[src/rtl/sad_accum.sv]
// sad_accum: sum of absolute differences over a window of WIN_LEN valid
// samples, presented on a one-entry valid/ready output slot. The upstream
// source cannot be stalled, so a result that finds the slot still occupied
// is dropped and the sticky ovfErr flag is raised.
// Optional feature macro SAD_ACCUM_PEAK_EN adds peakOut, the largest |dIn|
// seen in the window, which is loaded and held alongside sadOut.
module sad_accum #(
    parameter int DIN_W   = 5,
    parameter int WIN_LEN = 8,
    parameter int ACC_W   = 8
) (
    input  logic                    clk,
    input  logic                    rst,
    input  logic signed [DIN_W-1:0] dIn,
    input  logic                    dInValid,
    input  logic                    clr,
    output logic [ACC_W-1:0]        sadOut,
    output logic                    sadValid,
    input  logic                    sadReady,
    output logic                    ovfErr
`ifdef SAD_ACCUM_PEAK_EN
    ,
    output logic [DIN_W-1:0]        peakOut
`endif
);

    localparam int CNT_W = (WIN_LEN > 1) ? $clog2(WIN_LEN) : 1;
    localparam logic [CNT_W-1:0] LAST    = CNT_W'(WIN_LEN - 1);
    localparam logic [CNT_W-1:0] CNT_ONE = CNT_W'(1);
    localparam logic [DIN_W-1:0] MAG_ONE = DIN_W'(1);

    typedef enum logic {
        EMPTY,
        FULL
    } slot_t;

    slot_t            slot;
    logic [ACC_W-1:0] acc;
    logic [ACC_W-1:0] acc_sum;
    logic [CNT_W-1:0] cnt;
    logic [DIN_W-1:0] mag;
    logic             handshake;
    logic             complete;

`ifdef SAD_ACCUM_PEAK_EN
    logic [DIN_W-1:0] peak;
    logic [DIN_W-1:0] peak_max;
`endif

    // Unsigned magnitude of the sample; the most-negative code maps to
    // 2^(DIN_W-1), which still fits in DIN_W unsigned bits.
    always_comb begin
        mag       = dIn[DIN_W-1] ? (~dIn + MAG_ONE) : dIn;
        acc_sum   = acc + ACC_W'(mag);
        handshake = (slot == FULL) && sadReady;
        complete  = dInValid && !clr && (cnt == LAST);
`ifdef SAD_ACCUM_PEAK_EN
        peak_max  = (mag > peak) ? mag : peak;
`endif
    end

    // Window accumulation plus the output slot and overrun flag.
    always_ff @(posedge clk) begin
        if (rst) begin
            acc     <= '0;
            cnt     <= '0;
            sadOut  <= '0;
            slot    <= EMPTY;
            ovfErr  <= 1'b0;
`ifdef SAD_ACCUM_PEAK_EN
            peak    <= '0;
            peakOut <= '0;
`endif
        end else begin
            if (clr) begin
                acc  <= '0;
                cnt  <= '0;
`ifdef SAD_ACCUM_PEAK_EN
                peak <= '0;
`endif
            end else if (dInValid) begin
                if (cnt == LAST) begin
                    acc  <= '0;
                    cnt  <= '0;
`ifdef SAD_ACCUM_PEAK_EN
                    peak <= '0;
`endif
                end else begin
                    acc  <= acc_sum;
                    cnt  <= cnt + CNT_ONE;
`ifdef SAD_ACCUM_PEAK_EN
                    peak <= peak_max;
`endif
                end
            end

            if (complete) begin
                if ((slot == EMPTY) || handshake) begin
                    sadOut  <= acc_sum;
`ifdef SAD_ACCUM_PEAK_EN
                    peakOut <= peak_max;
`endif
                    slot    <= FULL;
                end else begin
                    ovfErr <= 1'b1;
                end
            end else if (handshake) begin
                slot <= EMPTY;
            end
        end
    end

    assign sadValid = (slot == FULL);

endmodule
[config.mk]
export PLATFORM = sky130hd
export DESIGN_NAME = sad_accum
export DESIGN_NICKNAME = d
export VERILOG_FILES = /design/src/rtl/sad_accum.sv
export SDC_FILE = /design/constraint.sdc
export NUM_CORES = 1
export LEC_CHECK = 0
export ABC_AREA = 0
export BUFFER_PORTS_ARGS = -buffer_cell sky130_fd_sc_hd__buf_2
export CORE_MARGIN = 4
export CORE_UTILIZATION = 50
export DETAILED_ROUTE_END_ITERATION = 16
export GPL_TIMING_DRIVEN = 0
export PLACE_DENSITY = 0.72
export SYNTH_ARGS = -nofsm -noshare
export SYNTH_HDL_FRONTEND = slang
export SYNTH_SLANG_ARGS = --single-unit
[constraint.sdc]
create_clock -name clk -period 2.3 [get_ports clk]
set_input_delay 0.23 -clock clk [delete_from_list [all_inputs] [get_ports clk]]
set_output_delay 0.23 -clock clk [all_outputs]
set_load 0.005 [all_outputs]
==> impl_metrics.env, run 1 <==
export IMPL_status="completed"
export IMPL_pre_cts_ws_ps=-36.55
export IMPL_firstDrtPassIters=4
export IMPL_relSlewSlack_pct=65.90
export IMPL_crit_arrival_ps=2240
export IMPL_synth_async_reset_ratio_pct=0
export IMPL_dieArea_um2=3163
export IMPL_maxCapViolCount=0
export IMPL_wl_per_cell_um=13.84
export IMPL_grt_max_degree=12
export IMPL_drc=0
export IMPL_clock_sinks=21
export IMPL_final_area_um2=1320
export IMPL_fin_nets=176
export IMPL_synth_seq_cells=21
export IMPL_p_leak_uw=0.0005956
export IMPL_p_per_area_nw_per_um2=489.0
export IMPL_cts_tree="yes"
export IMPL_crit_path_frequent_cell="o21ai_0"
export IMPL_ir_drop_mv=0.3170
export IMPL_drive_gt1_share_pct=20.51
export IMPL_timing_worst_setup_path_type="in2reg"
export IMPL_hold_viol=0
export IMPL_diodes=0
export IMPL_ant_nets=0
export IMPL_fillers=197
export IMPL_ys_seq_area_share_pct=36.13
export IMPL_path_cells="buf_2, inv_1, ha_1, nand2_1, o21ai_0, fa_1, a211o_1, a21oi_2, o21ai_0, a311oi_1"
export IMPL_layoutNonFillerInstCount=184
export IMPL_cts_hold_buf=0
export IMPL_fin_crit_ps=2022
export IMPL_cpMaxStageDelayCell="fa_1"
export IMPL_clkSlewWorstSetupHoldPaths_ps=100
export IMPL_pin_count=20
export IMPL_grt_antenna_before_repair=0
export IMPL_row_count=17
export IMPL_via_per_inst=5.690
export IMPL_yosys_warnings=0
export IMPL_synthCells=133
export IMPL_critPathCaptureType="register"
export IMPL_max_stage_delay_ps=490
export IMPL_dp_cells=180
export IMPL_vias=1047
export IMPL_start_kind="primary input"
export IMPL_final_cell_mix="buf_2 (21), nor2_1 (21), dfxtp_1 (21)"
export IMPL_synth_edf_count=0
export IMPL_core_um2=2212
export IMPL_synth_cell_area_um2=1164
export IMPL_place_gp_congestion=0.8864
export IMPL_fp_dieW_um=56.24
export IMPL_slew_viol_final=0
export IMPL_grtUsageTotal_pct=17.10
export IMPL_fin_util_pct=59.67
export IMPL_fmax_mhz=494.5
export IMPL_cts_buffer_depth=2
export IMPL_placedInstanceArea_um2=1294
export IMPL_drt_iter0_drc=21
export IMPL_skew_ps=5.211
export IMPL_rsz0062_at_grt="false"
export IMPL_fin_crit_sh_pct=87.93
export IMPL_synth_cell_types=39
export IMPL_seqCellArea_um2=420.4
export IMPL_start_util_pct=52.60
export IMPL_hold_path_class="in2reg"
export IMPL_grt_pass1_wl_um=4416
export IMPL_avgSynthCellArea_um2=8.749
export IMPL_clock_latency_ps=300
export IMPL_fin_ws_ps=277.6
export IMPL_cts_buffers=3
export IMPL_grt_remaining_overflow=0
export IMPL_path_max_fanout=4
export IMPL_finalSetupViolations=0
export IMPL_ctsResizeCount=0
export IMPL_cts_root_buffer="clkbuf_4"
export IMPL_ys_flop_type="dfxtp_1"
export IMPL_wirelength_um=2547
export IMPL_tightest_slew_ps=511.4
export IMPL_chipHeight_um=56.24
export IMPL_grt_pass1_vias=1021
export IMPL_post_cts_setup_buffers=0
export IMPL_htree_levels=1
export IMPL_syn_to_final_growth_pct=13.44
export IMPL_portBuffers=19
export IMPL_synth_fp_nets=152
export IMPL_required_ps=2510
export IMPL_multi_input_area_um2=703.2
export IMPL_dp_hpwl_um=1947
-- critical path: cells and delay by family --
kind / cells / cell delay, ps
buffers and inverters: 2 / 140
and+or+nand+nor: 1 / 70
adders and majority gates: 2 / 760
AOI/OAI and AO/OA: 5 / 1030
-- synth_stat cells, drive strengths merged, types with 3 or more instances --
| cell type | n | area share (%) |
|---|---|---|
| dfxtp | 21 | 36 |
| nor2 | 21 | 6.8 |
| a21oi | 8 | 3.8 |
| ha | 8 | 8.6 |
| o21ai | 6 | 2.6 |
| inv | 5 | 1.6 |
| nand2 | 5 | 1.6 |
| a211o | 4 | 3.1 |
| a22oi | 4 | 2.6 |
| or3 | 4 | 2.2 |
| a21o | 3 | 1.9 |
| clkbuf | 3 | 0.97 |
| mux2i | 3 | 2.6 |
| nand4 | 3 | 1.6 |
| nor3 | 3 | 1.3 |
-- worst paths after layout --
path	from	end	slack (ps)	cells past startpoint
min	clr	sadValid	260	4
min reg2reg	ovfErr	ovfErr	490	2
max reg2reg	acc[0]	sadOut[6]	340	6
max	dIn[0]	sadOut[6]	280	10
-- cell type report --
type	count	area share, %
clock buffer	4	1.991
inverter	5	1.422
buffer	5	1.611
timing repair buffer	19	7.204
multi-input combinational	102	53.27
sequential	21	31.85
tap	28	2.654
-- metrics by stage --
step / TNS [ps] / power [uW] / hold slack, ps
after CTS: 0 / 652.9 / 262.8
after global placement: 0 / 478.4 / 448.7
after detailed placement: -68.35 / 481.3 / 464.4
final: 0 / 645.6 / 264.2
after floorplan: 0 / 452.5 / 381.5
after global routing: 0 / 680.6 / 279.6
-- flip-flops by register name, summed over array words and instances, names as in the netlist --
register / count
sadValid: 1
cnt: 3
ovfErr: 1
sadOut: 8
acc: 8
-- kinds of logic (layout without fill, tap and decap cells) --
kind of cell / after synthesis / count (layout) / synth area share (%)
multiplexers: 3 / 3 / 2.581
AO/OA/AOI/OAI: 40 / 40 / 25.16
adder cells (fa/ha/maj): 9 / 9 / 10.32
flip-flops: 21 / 21 / 36.13
buffers and inverters: 10 / 33 / 3.441
AND/OR/NAND/NOR: 47 / 47 / 20.11
XOR/XNOR: 3 / 3 / 2.258
-- routing by layer --
| metal | up-vias | GRT usage, % | share of wire (%) | wire length (um) |
|---|---|---|---|---|
| li1 | 537 | - | - | - |
| met3 | 0 | 5.800 | 6.6 | 169 |
| met5 | - | 0 | 0 | 0 |
| met1 | 484 | 19.94 | 45 | 1151 |
| met2 | 26 | 30.05 | 48 | 1227 |
| met4 | 0 | 3.729 | 0 | 0 |
-- power by group --
part           switching (uW)  leakage, uW  internal (uW)
combinational            59.2     0.000411           43.8
sequential               3.12     0.000170            368
clock                     104    0.0000150           67.6
Note: power is estimated with default switching activity, not from simulation.
==> run 2, diff against run 1 <==
--- a/config.mk
+++ b/config.mk
@@ -6,7 +6,7 @@
 export NUM_CORES = 1
 export LEC_CHECK = 0
 export ABC_AREA = 0
-export BUFFER_PORTS_ARGS = -buffer_cell sky130_fd_sc_hd__buf_2
+export BUFFER_PORTS_ARGS = -buffer_cell sky130_fd_sc_hd__buf_4
 export CORE_MARGIN = 4
 export CORE_UTILIZATION = 50
 export DETAILED_ROUTE_END_ITERATION = 16
@@ -15,3 +15,4 @@
 export SYNTH_ARGS = -nofsm -noshare
 export SYNTH_HDL_FRONTEND = slang
 export SYNTH_SLANG_ARGS = --single-unit
+export TNS_END_PERCENT = 100
==> run 2 against run 1 <==
Against the previous run: critical path depth did not move; first-iteration DRC count rose by 14%; global-route usage rose by 0.18 points; non-clock buffer count did not move; clock power rose by 8%; die area did not move; sequential cell count did not move; worst hold slack got worse by 40 ps; register-to-register slack barely moved; sequential power barely moved; core utilization rose by 2.2 points; count of clock-buffer cells in the layout fell by 1; critical path type unchanged; critical endpoint unchanged; highest routed layer is now met4.
==> impl_metrics.env, run 2 (synthesis results as in run 1) <==
export IMPL_firstDrtPassIters=4
export IMPL_slew_viol_final=0
export IMPL_row_count=17
export IMPL_placedInstanceArea_um2=1341
export IMPL_power_total_uw=663.3
export IMPL_p_leak_uw=0.0006048
export IMPL_htree_levels=1
export IMPL_cp_top_family="compound AO/OA/AOI/OAI gates"
export IMPL_grt_pass1_wl_um=4464
export IMPL_finalSetupViolations=0
export IMPL_cts_buffer_depth=2
export IMPL_critPathBufInv=2
export IMPL_fillers=198
export IMPL_tightest_slew_ps=512.2
export IMPL_final_cell_mix="nor2_1 (21), dfxtp_1 (21), buf_4 (19)"
export IMPL_seqCellArea_um2=420.4
export IMPL_final_area_um2=1369
export IMPL_required_ps=2540
export IMPL_timing_worst_setup_path_type="in2reg"
export IMPL_switching_share_pct=27.41
export IMPL_path_max_fanout=4
export IMPL_pin_count=20
export IMPL_pwr_share_clk_pct=27.8
export IMPL_via_per_inst=5.875
export IMPL_grt_pass1_vias=1038
export IMPL_fp_dieW_um=56.24
export IMPL_syn_to_final_growth_pct=17.63
export IMPL_cpMaxStageDelayCell="fa_1"
export IMPL_ant_nets=0
export IMPL_drt_iter0_drc=24
export IMPL_fin_nets=176
export IMPL_place_gp_congestion=0.8726
export IMPL_portBuffers=19
export IMPL_grt_antenna_before_repair=0
export IMPL_switching_power_uw=181.8
export IMPL_seqPwrFrac_pct=56.0
export IMPL_ir_drop_mv=0.2852
export IMPL_cts_buffers=3
export IMPL_wirelength_um=2614
export IMPL_setup_tns_ps=0
export IMPL_wl_per_cell_um=14.21
export IMPL_grt_remaining_overflow=0
export IMPL_grtUsageTotal_pct=17.29
export IMPL_max_stage_delay_ps=490
export IMPL_chipHeight_um=56.24
export IMPL_cts_hold_buf=0
export IMPL_drc=0
export IMPL_start_util_pct=52.60
export IMPL_fin_crit_sh_pct=86.07
export IMPL_p_int_uw=481.5
export IMPL_rsz0062_at_grt="false"
export IMPL_crit_arrival_ps=2220
export IMPL_maxCapViolCount=0
export IMPL_layoutNonFillerInstCount=184
export IMPL_grt_max_degree=13
export IMPL_multi_input_area_um2=703.2
export IMPL_cts_root_buffer="clkbuf_4"
export IMPL_drive_gt1_share_pct=21.15
export IMPL_relSlewSlack_pct=65.85
export IMPL_dp_hpwl_um=1968
export IMPL_dieArea_um2=3163
export IMPL_clock_latency_ps=310
export IMPL_hold_path_class="in2reg"
export IMPL_skew_ps=1.700
export IMPL_fmax_mhz=505.2
export IMPL_status="completed"
export IMPL_core_um2=2212
export IMPL_cts_tree="yes"
export IMPL_critPathCaptureType="register"
export IMPL_vias=1081
export IMPL_start_kind="primary input"
export IMPL_post_cts_setup_buffers=0
export IMPL_dp_cells=180
export IMPL_path_cells="buf_4, inv_1, ha_1, nand2_1, o21ai_0, fa_1, a211o_1, a21oi_2, o21ai_0, a311oi_1"
export IMPL_diodes=0
export IMPL_crit_path_frequent_cell="o21ai_0"
export IMPL_ctsResizeCount=0
export IMPL_power_frac_comb_pct=16.2
export IMPL_clock_sinks=21
export IMPL_whs_ps=224.4
export IMPL_fin_crit_ps=1980
export IMPL_top_regs="acc: 8 flops, sadOut: 8 flops, cnt: 3 flops"
export IMPL_clkSlewWorstSetupHoldPaths_ps=120
export IMPL_hold_viol=0
export IMPL_p_per_area_nw_per_um2=484.6
-- run 2: final timing paths --
| kind | startpoint | end | slack (ps) | cells after the start |
|---|---|---|---|---|
| max | dIn[0] | sadOut[6] | 320 | 10 |
| min | dInValid | cnt[2] | 220 | 3 |
| max reg2reg | acc[0] | sadOut[6] | 340 | 6 |
| min reg2reg | ovfErr | ovfErr | 490 | 2 |
-- run 2: worst reg2reg max path, delay by kind of cell (launching register included) --
family | cells | cell delay [ps]
AO/OA/AOI/OAI | 4 | 880
adder cells (fa/ha/maj) | 2 | 670
flip-flops | 1 | 330
-- run 2: cell type report --
cell class	count	share of cell area (%)
multi-input combinational	102	51.37
buffer	5	1.554
inverter	5	1.371
tap	28	2.559
timing repair buffer	19	10.42
clock buffer	3	1.645
sequential	21	30.71
clock inverter	1	0.3656
-- run 2: routing by layer --
layer,routed length [um],vias up,GRT usage (%),part of all wire [%]
met4,40,0,7.119,1.5
met3,106,5,3.248,4.1
li1,-,538,-,-
met5,0,-,0,0
met1,1235,510,21.32,47
met2,1233,28,29.22,47
-- run 2: metrics by stage --
stage | setup WS, ps | utilization (%)
finish | 320.5 | 61.88
global route | 127.7 | 61.88
CTS | 300.7 | 61.88
detailed placement | -26.01 | 60.63
global placement | 16.36 | 60.63
floorplan | 261.6 | -
-- run 2: power by group through the flow --
stage          registers, uW  logic, uW  clock network, uW
5_1_grt                  372        119                199
2_1_floorplan            379       73.5                  0
4_1_cts                  372        106                190
3_3_place_gp             379        104                  0
3_5_place_dp             380        106                  0
6_report                 371        107                185
